$ cat src/rtl/ps2_pkg.sv
// ps2_pkg: shared types and constants for the PS/2 receive path.
//   ps2_rx_state_t  frame deserialiser states
//   PS2_PREFIX_EXT  extended-key prefix byte (E0)
//   PS2_PREFIX_BRK  break (key release) prefix byte (F0)
//   CODE_W          width of a FIFO entry; 10 when PS2_EXT_CODE_EN is
//                   defined ({ext, brk, code}), otherwise 8 (raw byte)
package ps2_pkg;

  typedef enum logic [1:0] {
    IDLE,
    DATA,
    PARITY,
    STOP
  } ps2_rx_state_t;

  localparam logic [7:0] PS2_PREFIX_EXT = 8'hE0;
  localparam logic [7:0] PS2_PREFIX_BRK = 8'hF0;

`ifdef PS2_EXT_CODE_EN
  localparam int unsigned CODE_W = 10;
`else
  localparam int unsigned CODE_W = 8;
`endif

endpackage

$ cat src/rtl/ps2_code_fifo.sv
// ps2_code_fifo: first-word fall-through FIFO for received scan codes.
//   clk, rst   clock, asynchronous active-high reset
//   push/wdata write an entry (caller guarantees room or a same-cycle pop)
//   pop        remove the head (ignored when empty)
//   rdata      current head; reads as zero while empty
//   count      occupancy, 0..DEPTH
//   full/empty occupancy flags
module ps2_code_fifo #(
  parameter int unsigned WIDTH = 8,
  parameter int unsigned DEPTH = 8
) (
  input  logic                       clk,
  input  logic                       rst,
  input  logic                       push,
  input  logic [WIDTH-1:0]           wdata,
  input  logic                       pop,
  output logic [WIDTH-1:0]           rdata,
  output logic [$clog2(DEPTH+1)-1:0] count,
  output logic                       full,
  output logic                       empty
);

  localparam int unsigned AW = $clog2(DEPTH);
  localparam int unsigned CW = $clog2(DEPTH+1);

  logic [WIDTH-1:0] mem [DEPTH];
  logic [AW-1:0]    wr_ptr;
  logic [AW-1:0]    rd_ptr;
  logic             do_pop;

  assign empty  = (count == '0);
  assign full   = (count == CW'(DEPTH));
  assign do_pop = pop && !empty;
  // Stale storage is masked so the head reads zero after reset.
  assign rdata  = empty ? '0 : mem[rd_ptr];

  always_ff @(posedge clk) begin
    if (push) mem[wr_ptr] <= wdata;
  end

  // DEPTH is a power of two, so the pointers wrap by natural overflow.
  always_ff @(posedge clk or posedge rst) begin
    if (rst) begin
      wr_ptr <= '0;
      rd_ptr <= '0;
      count  <= '0;
    end else begin
      if (push)   wr_ptr <= wr_ptr + AW'(1);
      if (do_pop) rd_ptr <= rd_ptr + AW'(1);
      case ({push, do_pop})
        2'b10:   count <= count + CW'(1);
        2'b01:   count <= count - CW'(1);
        default: count <= count;
      endcase
    end
  end

endmodule

$ cat src/rtl/ps2_rx_fifo.sv
// ps2_rx_fifo: PS/2 device-to-host receiver with scan-code FIFO.
//   clk, rst          system clock, asynchronous active-high reset
//   ps2_clk/ps2_data  raw asynchronous PS/2 lines (idle high)
//   code_data         FIFO head (CODE_W bits)
//   code_valid        FIFO not empty
//   code_ready        consumer accepts the head when code_valid is high
//   fifo_count        FIFO occupancy
//   parity_err        pulse: frame dropped for bad parity
//   frame_err         pulse: bad start/stop bit or watchdog timeout
//   overflow          pulse: good code dropped, FIFO full
// Macro PS2_EXT_CODE_EN: merge E0/F0 prefixes into {ext, brk, code}.
module ps2_rx_fifo
  import ps2_pkg::*;
#(
  parameter int unsigned CLK_MHZ    = 50,
  parameter int unsigned FIFO_DEPTH = 8,
  parameter int unsigned FILTER_LEN = 4,
  parameter int unsigned TIMEOUT_US = 100
) (
  input  logic                            clk,
  input  logic                            rst,
  input  logic                            ps2_clk,
  input  logic                            ps2_data,
  output logic [CODE_W-1:0]               code_data,
  output logic                            code_valid,
  input  logic                            code_ready,
  output logic [$clog2(FIFO_DEPTH+1)-1:0] fifo_count,
  output logic                            parity_err,
  output logic                            frame_err,
  output logic                            overflow
);

  localparam int unsigned FCW    = $clog2(FILTER_LEN+1);
  localparam int unsigned TO_CYC = CLK_MHZ * TIMEOUT_US;
  localparam int unsigned WD_W   = $clog2(TO_CYC+1);

  logic [1:0]     clk_sync, data_sync;
  logic           clk_filt, data_filt, clk_filt_d;
  logic [FCW-1:0] clk_fcnt, data_fcnt;
  logic           strobe;

  ps2_rx_state_t  state, state_n;
  logic [2:0]     bit_cnt;
  logic [7:0]     shreg;
  logic           par_bit;
  logic [WD_W-1:0] wd;
  logic           wd_expire;

  logic           ferr_n, perr_n, good;
  logic           clr_bits, shift_en, cap_par;

  logic              push_req, push_ok, push, pop;
  logic [CODE_W-1:0] push_word;
  logic              fifo_full, fifo_empty;

  // Input conditioning
  always_ff @(posedge clk or posedge rst) begin
    if (rst) begin
      clk_sync  <= '1;
      data_sync <= '1;
    end else begin
      clk_sync  <= {clk_sync[0], ps2_clk};
      data_sync <= {data_sync[0], ps2_data};
    end
  end

  always_ff @(posedge clk or posedge rst) begin
    if (rst) begin
      clk_filt <= 1'b1;
      clk_fcnt <= '0;
    end else if (clk_sync[1] == clk_filt) begin
      clk_fcnt <= '0;
    end else if (clk_fcnt == FCW'(FILTER_LEN-1)) begin
      clk_filt <= clk_sync[1];
      clk_fcnt <= '0;
    end else begin
      clk_fcnt <= clk_fcnt + FCW'(1);
    end
  end

  always_ff @(posedge clk or posedge rst) begin
    if (rst) begin
      data_filt <= 1'b1;
      data_fcnt <= '0;
    end else if (data_sync[1] == data_filt) begin
      data_fcnt <= '0;
    end else if (data_fcnt == FCW'(FILTER_LEN-1)) begin
      data_filt <= data_sync[1];
      data_fcnt <= '0;
    end else begin
      data_fcnt <= data_fcnt + FCW'(1);
    end
  end

  always_ff @(posedge clk or posedge rst) begin
    if (rst) clk_filt_d <= 1'b1;
    else     clk_filt_d <= clk_filt;
  end

  assign strobe = clk_filt_d && !clk_filt;

  // A strobe landing on the expiry cycle still counts as in time.
  assign wd_expire = (state != IDLE) && !strobe && (wd == WD_W'(TO_CYC));

  // Frame FSM
  always_ff @(posedge clk or posedge rst) begin
    if (rst) state <= IDLE;
    else     state <= state_n;
  end

  always_comb begin
    state_n  = state;
    ferr_n   = 1'b0;
    perr_n   = 1'b0;
    good     = 1'b0;
    clr_bits = 1'b0;
    shift_en = 1'b0;
    cap_par  = 1'b0;
    if (wd_expire) begin
      state_n = IDLE;
      ferr_n  = 1'b1;
    end else if (strobe) begin
      case (state)
        IDLE: begin
          if (!data_filt) begin
            clr_bits = 1'b1;
            state_n  = DATA;
          end else begin
            ferr_n = 1'b1;
          end
        end
        DATA: begin
          shift_en = 1'b1;
          if (bit_cnt == 3'd7) state_n = PARITY;
        end
        PARITY: begin
          cap_par = 1'b1;
          state_n = STOP;
        end
        STOP: begin
          state_n = IDLE;
          if (!data_filt)              ferr_n = 1'b1;
          else if (!(^{shreg, par_bit})) perr_n = 1'b1;
          else                         good   = 1'b1;
        end
        default: state_n = IDLE;
      endcase
    end
  end

  always_ff @(posedge clk or posedge rst) begin
    if (rst) begin
      bit_cnt <= '0;
      shreg   <= '0;
      par_bit <= 1'b0;
    end else begin
      if (clr_bits) bit_cnt <= '0;
      if (shift_en) begin
        shreg   <= {data_filt, shreg[7:1]};
        bit_cnt <= bit_cnt + 3'd1;
      end
      if (cap_par) par_bit <= data_filt;
    end
  end

  always_ff @(posedge clk or posedge rst) begin
    if (rst)                                 wd <= '0;
    else if (state == IDLE || strobe || wd_expire) wd <= '0;
    else                                     wd <= wd + WD_W'(1);
  end

  // Prefix handling and push decision
`ifdef PS2_EXT_CODE_EN
  logic ext_f, brk_f, is_pfx;

  assign is_pfx    = (shreg == PS2_PREFIX_EXT) || (shreg == PS2_PREFIX_BRK);
  assign push_req  = good && !is_pfx;
  assign push_word = {ext_f, brk_f, shreg};

  always_ff @(posedge clk or posedge rst) begin
    if (rst) begin
      ext_f <= 1'b0;
      brk_f <= 1'b0;
    end else if (ferr_n || perr_n) begin
      ext_f <= 1'b0;
      brk_f <= 1'b0;
    end else if (good) begin
      if (shreg == PS2_PREFIX_EXT) begin
        ext_f <= 1'b1;
      end else if (shreg == PS2_PREFIX_BRK) begin
        brk_f <= 1'b1;
      end else begin
        ext_f <= 1'b0;
        brk_f <= 1'b0;
      end
    end
  end
`else
  assign push_req  = good;
  assign push_word = shreg;
`endif

  assign pop     = code_valid && code_ready;
  assign push_ok = !fifo_full || pop;
  assign push    = push_req && push_ok;

  always_ff @(posedge clk or posedge rst) begin
    if (rst) begin
      parity_err <= 1'b0;
      frame_err  <= 1'b0;
      overflow   <= 1'b0;
    end else begin
      parity_err <= perr_n;
      frame_err  <= ferr_n;
      overflow   <= push_req && !push_ok;
    end
  end

  ps2_code_fifo #(
    .WIDTH (CODE_W),
    .DEPTH (FIFO_DEPTH)
  ) u_fifo (
    .clk   (clk),
    .rst   (rst),
    .push  (push),
    .wdata (push_word),
    .pop   (pop),
    .rdata (code_data),
    .count (fifo_count),
    .full  (fifo_full),
    .empty (fifo_empty)
  );

  assign code_valid = !fifo_empty;

endmodule

$ cat config.mk
export PLATFORM = sky130hd
export DESIGN_NAME = ps2_rx_fifo
export DESIGN_NICKNAME = d
export VERILOG_FILES = /design/src/rtl/ps2_pkg.sv /design/src/rtl/ps2_code_fifo.sv /design/src/rtl/ps2_rx_fifo.sv
export SDC_FILE = /design/constraint.sdc
export NUM_CORES = 1
export LEC_CHECK = 0
export CAP_MARGIN = 40
export CORE_ASPECT_RATIO = 0.75
export CORE_UTILIZATION = 44
export CTS_CLUSTER_SIZE = 8
export DETAILED_ROUTE_END_ITERATION = 10
export SLEW_MARGIN = 15
export SYNTH_ARGS = -nofsm -noshare
export SYNTH_HDL_FRONTEND = slang
export SYNTH_SLANG_ARGS = --single-unit
$ cat constraint.sdc
create_clock -name clk -period 6 [get_ports clk]
set_input_delay 0.9 -clock clk [delete_from_list [all_inputs] [get_ports clk]]
set_output_delay 0.9 -clock clk [all_outputs]
set_load 0.02 [all_outputs]
==> results.yml, run 1 <==
critical_path:
  cp.buffers_inverters: 1
  crit_fanout: 18
  timing.rr.end: "u_fifo.count[2]"
  crit_cells: 4
  crit_path_top_delay_cell: "dfrtp_1"
  r2r_start: "push_word[4]"
  crit_path_end: "code_data[4]"
  crit_family: "flip-flops"
  crit_type: "flop to output pin"
  start_kind: "flop"
  reg2reg_depth: 10
  slowest_delay_ns: 0.90
  cp-end-kind: "output pin"
  crit_start: "u_fifo.rd_ptr[1]"
  rrSetupSlack_ns: 3.19
  required_ns: 5.10
  critPathArrivalTime_ns: 2.55
  worstPathCellList: "mux4_2, mux2i_1, nor2_1, clkdlybuf4s50_1"
cts:
  cts.sinks: 117
  cts_tree: "done"
  cts_resized: 0
  cts_max_level: 4
  post-cts-setup-buffers: 0
  root_buffer: "clkbuf_16"
  path_clk_slew_ns: 0.05
  cts.path.max_buffers: 2
  clkLatencyLatePin_ns: 0.41
  hold_buffers: 0
  cts_buffers: 17
drt:
  routed-via-count: 2729
  post-route-drc-count: 0
  drt-wirelength-per-cell_um: 17.1
  ant_nets: 0
  drt-total-wl_um: 8920
  viasPerCell: 5.22
  dr.pass1.iters: 4
  drtIter0Drc: 202
grt:
  antenna_found_initial: 0
  grt_usage: 0.170
  grt_pass1_vias: 2737
  grt_start_max_net_pins: 54
  gr-total-overflow: 0
  grt_pass1_wl_um: 14700
sta:
  worst_pin_slew_ns: 0.861
  finalClockSkew_ns: 0.00902
  setup_viol: 0
  post-route-min-period_ns: 3.45
  finalSetupTns_ns: 0
  min_period_over_period: 0.575
  slew_headroom: 0.426
  slew_violations: 0
  finalHoldViolations: 0
  setup_slack_ns: 2.55
  grt_setup_unrepaired: "no"
  fmax_mhz: 290
pwr:
  peakVddDrop_mv: 0.220
  powerDensity_nw_per_um2: 478
  p_leak_uw: 0.00237
flow_run:
  max_cap_violations: 0
yosys:
  mappedNetlistNets: 352
  yosysUniqueCellTypes: 49
  avgSynthCellArea_um2: 15.3
  async_reset_ff_frac: 0.453
  seq_area_frac_synth: 0.641
  synth_warnings: 0
  ys.flop_type: "edfxtp_1"
  synth.top_cell.area_share: 0.378
  yosysTopAreaCell: "edfxtp_1"
  netlist_top_cells_area: "edfxtp_1 38%, dfrtp_1 23%, mux4_2 7.1%"
  yosysMostFrequentCell: "edfxtp_1"
  synth_seq_cells: 117
  ys_top_cells_by_count: "64 x edfxtp_1, 46 x dfrtp_1, 26 x nor2_1"
  synth_edf_count: 64
  syn-cell-area_um2: 5080
  synthCells: 332
placed_design:
  routabilityCongestion: 0.799
  place_ws_ns: 2.79
  dp_hpwl_um: 5800
  io_buffers: 20
layout:
  n_antenna_cell: 0
  layout-drive-gt1-share: 0.225
  nNetsFinal: 390
  area_growth_pct: 18.8
  fill_cells: 899
die:
  die_width_um: 126
  io_pins: 21
  placementRows: 33
  dieArea_um2: 12000
  die_y_um: 95.1
  core_um2: 11100
  start_util: 0.459
outcome:
  status: "finished, final reports clean"
hold_path:
  hp-class: "flop to flop"
[how the worst min path moves through the flow]
stage | from | cells after the start | end
after CTS | clk_sync[0] | 0 | clk_sync[1]
after floorplan | clk_sync[0] | 0 | clk_sync[1]
after detailed placement | clk_sync[0] | 0 | clk_sync[1]
final | clk_sync[0] | 0 | clk_sync[1]
after global placement | data_sync[0] | 0 | data_sync[1]
after global routing | clk_sync[0] | 0 | clk_sync[1]
[metrics by stage]
| step | std cells | hold slack, ns | total power [µW] | cell area (µm²) | utilization |
|---|---|---|---|---|---|
| after floorplan | 332 | 0.345 | 1700 | 5080 | - |
| after global placement | 489 | 0.346 | 1930 | 5460 | 0.493 |
| after detailed placement | 491 | 0.347 | 1960 | 5470 | 0.495 |
| after CTS | 523 | 0.355 | 2920 | 6040 | 0.546 |
| after global routing | 523 | 0.359 | 3040 | 6040 | 0.546 |
| final | 523 | 0.354 | 2890 | 6040 | 0.546 |
[cells in the final DEF, fill, tap and decap left out, types with 2 or more instances in the layout]
cell type / Yosys / final
dfrtp_1: 46 / 46
nor2b_1: 6 / 6
buf_4: 1 / 11
ha_1: 15 / 15
mux4_2: 16 / 16
nand2b_1: 3 / 3
nor4_1: 6 / 6
a32o_1: 2 / 2
clkbuf_16: 0 / 17
nor3_1: 9 / 9
nand3_1: 8 / 8
nor4b_1: 3 / 2
inv_1: 12 / 11
mux2i_1: 10 / 10
xor2_1: 8 / 8
and4b_1: 2 / 2
edfxtp_1: 64 / 64
nor3b_1: 5 / 5
xnor2_1: 18 / 18
clkinv_2: 0 / 5
o21ai_0: 5 / 5
nand2_1: 12 / 12
bufinv_16: 0 / 2
mux2_2: 13 / 13
clkdlybuf4s50_1: 0 / 20
nor2_1: 26 / 26
inv_2: 1 / 2
a21oi_1: 3 / 3
clkinvlp_4: 0 / 4
dfstp_2: 7 / 7
[per-layer routing]
layer | vias up | track usage | routed length [µm]
met5 | - | 0 | 0
met4 | 0 | 0.0753 | 93
met3 | 9 | 0.0438 | 240
met2 | 34 | 0.249 | 4010
met1 | 1381 | 0.242 | 4580
li1 | 1305 | - | -
[cell families (layout without fill, tap and decap cells)]
kind of cell    Yosys count  count (layout)  share of synthesized area
simple gates             90              90                     0.0985
fa+ha+maj                15              15                     0.0369
mux                      40              40                      0.122
compound gates           17              17                     0.0234
buf+inv                  25              76                     0.0244
xor+xnor                 28              28                     0.0539
flops                   117             117                      0.641
[area by class of cell]
type                            count  area, µm²  area share
Multi-Input combinational cell    190       1710       0.283
Tap cell                          140        175      0.0290
Sequential cell                   117       3260       0.539
Inverter                           13       48.8     0.00808
Clock buffer                       18        429      0.0711
Timing Repair Buffer               31        283      0.0468
Clock inverter                     14        136      0.0226
[worst reg2reg max path, delay by kind of cell, from the launching register on]
kind	cells	cell delay (ns)
fa+ha+maj	2	0.48
compound gates	1	0.15
flops	1	0.59
mux	1	0.30
simple gates	1	0.06
xor+xnor	5	1.13
[state kept, by name, summed over array words and instances, names as in the netlist, 3 cells and up]
signal,count
data_fcnt,3
u_fifo.mem,64
bit_cnt,3
u_fifo.rd_ptr,3
clk_fcnt,3
wd,13
push_word,8
u_fifo.count,4
u_fifo.wr_ptr,3
[report_power, final]
part           internal [µW]  switching, µW  leakage (µW)
registers                977            174       0.00129
clock network            606            354      0.000269
logic                    405            372      0.000808
No activity file was read; power rests on OpenSTA's default activity.
==> run 2, diff against run 1 <==
==> constraint.sdc (replaced) <==
create_clock -name clk -period 3.5 [get_ports clk]
set_input_delay 0.525 -clock clk [delete_from_list [all_inputs] [get_ports clk]]
set_output_delay 0.525 -clock clk [all_outputs]
set_load 0.02 [all_outputs]
==> run 2 against run 1 <==
  * Global-route usage fell by 0.38 points
  * Power rose by 72%
  * Clock skew rose by 0.0012 ns
  * Sequential power rose by 70%
  * Design area rose by 0.10%
  * Flip-flop and latch count did not move
  * Register-to-register slack got worse by 2.4 ns
  * Critical path type unchanged
  * Largest cell class unchanged
==> results.yml, run 2 (same netlist as run 1, synthesis figures left out) <==
hold_path:
  hp-class: "flop to flop"
  holdPathStages: 0
  worst_hold_startpoint: "clk_sync[0]"
drt:
  routed-via-count: 2724
  viasPerCell: 5.21
  drtIter0Drc: 198
  drt-total-wl_um: 8710
  ant_nets: 0
  dr.pass1.iters: 5
  post-route-drc-count: 0
  drt-wirelength-per-cell_um: 16.6
grt:
  gr-total-overflow: 0
  grt_pass1_wl_um: 14600
  grt_start_max_net_pins: 45
  grt_pass1_vias: 2799
  antenna_found_initial: 0
  grt_usage: 0.167
layout:
  top_register: "u_fifo.mem"
  n_antenna_cell: 0
  final_cell_mix: "64 x edfxtp_1, 46 x dfrtp_1, 26 x nor2_1, 20 x clkdlybuf4s50_1, 18 x xnor2_1"
  largest_register_ffs: 64
  final_common_cell: "edfxtp_1"
  final_cell_count_no_fill: 523
  area_growth_pct: 18.9
  layout-drive-gt1-share: 0.214
  nNetsFinal: 390
critical_path:
  cp-end-kind: "output pin"
  crit_fanout: 18
  crit_path_end: "code_data[6]"
  timing.rr.end: "u_fifo.count[2]"
  crit_type: "flop to output pin"
  reg2reg_depth: 10
  required_ns: 2.97
  rrSetupSlack_ns: 0.82
  crit_start: "u_fifo.rd_ptr[1]"
  r2r_start: "push_word[4]"
  start_kind: "flop"
  critPathArrivalTime_ns: 2.46
pwr:
  p_leak_uw: 0.00238
  powerDensity_nw_per_um2: 820
  finalPower_uw: 4960
  peakVddDrop_mv: 0.408
placed_design:
  dp_hpwl_um: 5510
  routabilityCongestion: 0.788
  io_buffers: 20
  place_inst: 491
  place_ws_ns: 0.723
cts:
  hold_buffers: 0
  cts_resized: 0
  cts_max_level: 4
  clkLatencyLatePin_ns: 0.40
  post-cts-setup-buffers: 0
  cts_tree: "done"
  cts_buffers: 17
  cts.sinks: 117
  path_clk_slew_ns: 0.05
  root_buffer: "clkbuf_16"
  cts.path.max_buffers: 2
die:
  dieArea_um2: 12000
  core_um2: 11100
  start_util: 0.459
  io_pins: 21
  placementRows: 33
  die_width_um: 126
  die_y_um: 95.1
sta:
  setup_slack_ns: 0.518
  finalHoldViolations: 0
  finalClockSkew_ns: 0.0102
  slew_violations: 0
  worst_pin_slew_ns: 0.786
  grt_setup_unrepaired: "no"
  setup_viol: 0
  finalSetupTns_ns: 0
  slew_headroom: 0.476
  min_period_over_period: 0.852
  post-route-min-period_ns: 2.98
  fmax_mhz: 335
outcome:
  status: "finished, final reports clean"
flow_run:
  max_cap_violations: 0
run 2: cell count changes in the layout (fill, tap and decap cells not counted), sizes merged:
cell      before  now
inv           14   13
clkinv         7   10
bufinv         2    3
clkinvlp       4    0
clkbuf        18   19
run 2: cell type report:
type	count	area, µm²
Timing Repair Buffer	31	283
Inverter	13	48.8
Fill cell	899	5020
Multi-Input combinational cell	190	1710
Tap cell	140	175
Sequential cell	117	3260
Clock buffer	19	433
Clock inverter	13	139
run 2: worst min-delay path by stage:
stage,end,slack [ns]
after detailed placement,clk_sync[1],0.35
after floorplan,clk_sync[1],0.35
final,clk_sync[1],0.35
after global placement,data_sync[1],0.35
after global routing,data_sync[1],0.36
after CTS,u_fifo.count[2],0.36
run 2: routing by layer:
| metal | track usage | vias to the layer above | wire length (µm) |
|---|---|---|---|
| met3 | 0.0415 | 6 | 329 |
| li1 | - | 1307 | - |
| met5 | 0 | - | 0 |
| met1 | 0.226 | 1365 | 4290 |
| met4 | 0.0783 | 0 | 69 |
| met2 | 0.255 | 46 | 4020 |
run 2: stage by stage:
stage          instance area (µm²)   util  hold slack [ns]
2_1_floorplan                 5080      -            0.345
3_3_place_gp                  5470  0.495            0.346
3_5_place_dp                  5470  0.495            0.348
4_1_cts                       6040  0.546            0.355
5_1_grt                       6040  0.546            0.359
6_report                      6040  0.546            0.354
run 2: power breakdown:
part	internal (µW)	total, µW	switching [µW]	leakage (µW)
registers	1680	1960	286	0.00129
clock network	1100	1670	571	0.000284
logic	693	1320	631	0.000808
total	3470	4960	1490	0.00238
run 2: worst max-delay path, stage by stage, from the launching register on:
cell	delay, ns
dfrtp_1	0.84
mux4_2	0.40
mux2i_1	0.20
nor2_1	0.07
clkdlybuf4s50_1	0.53
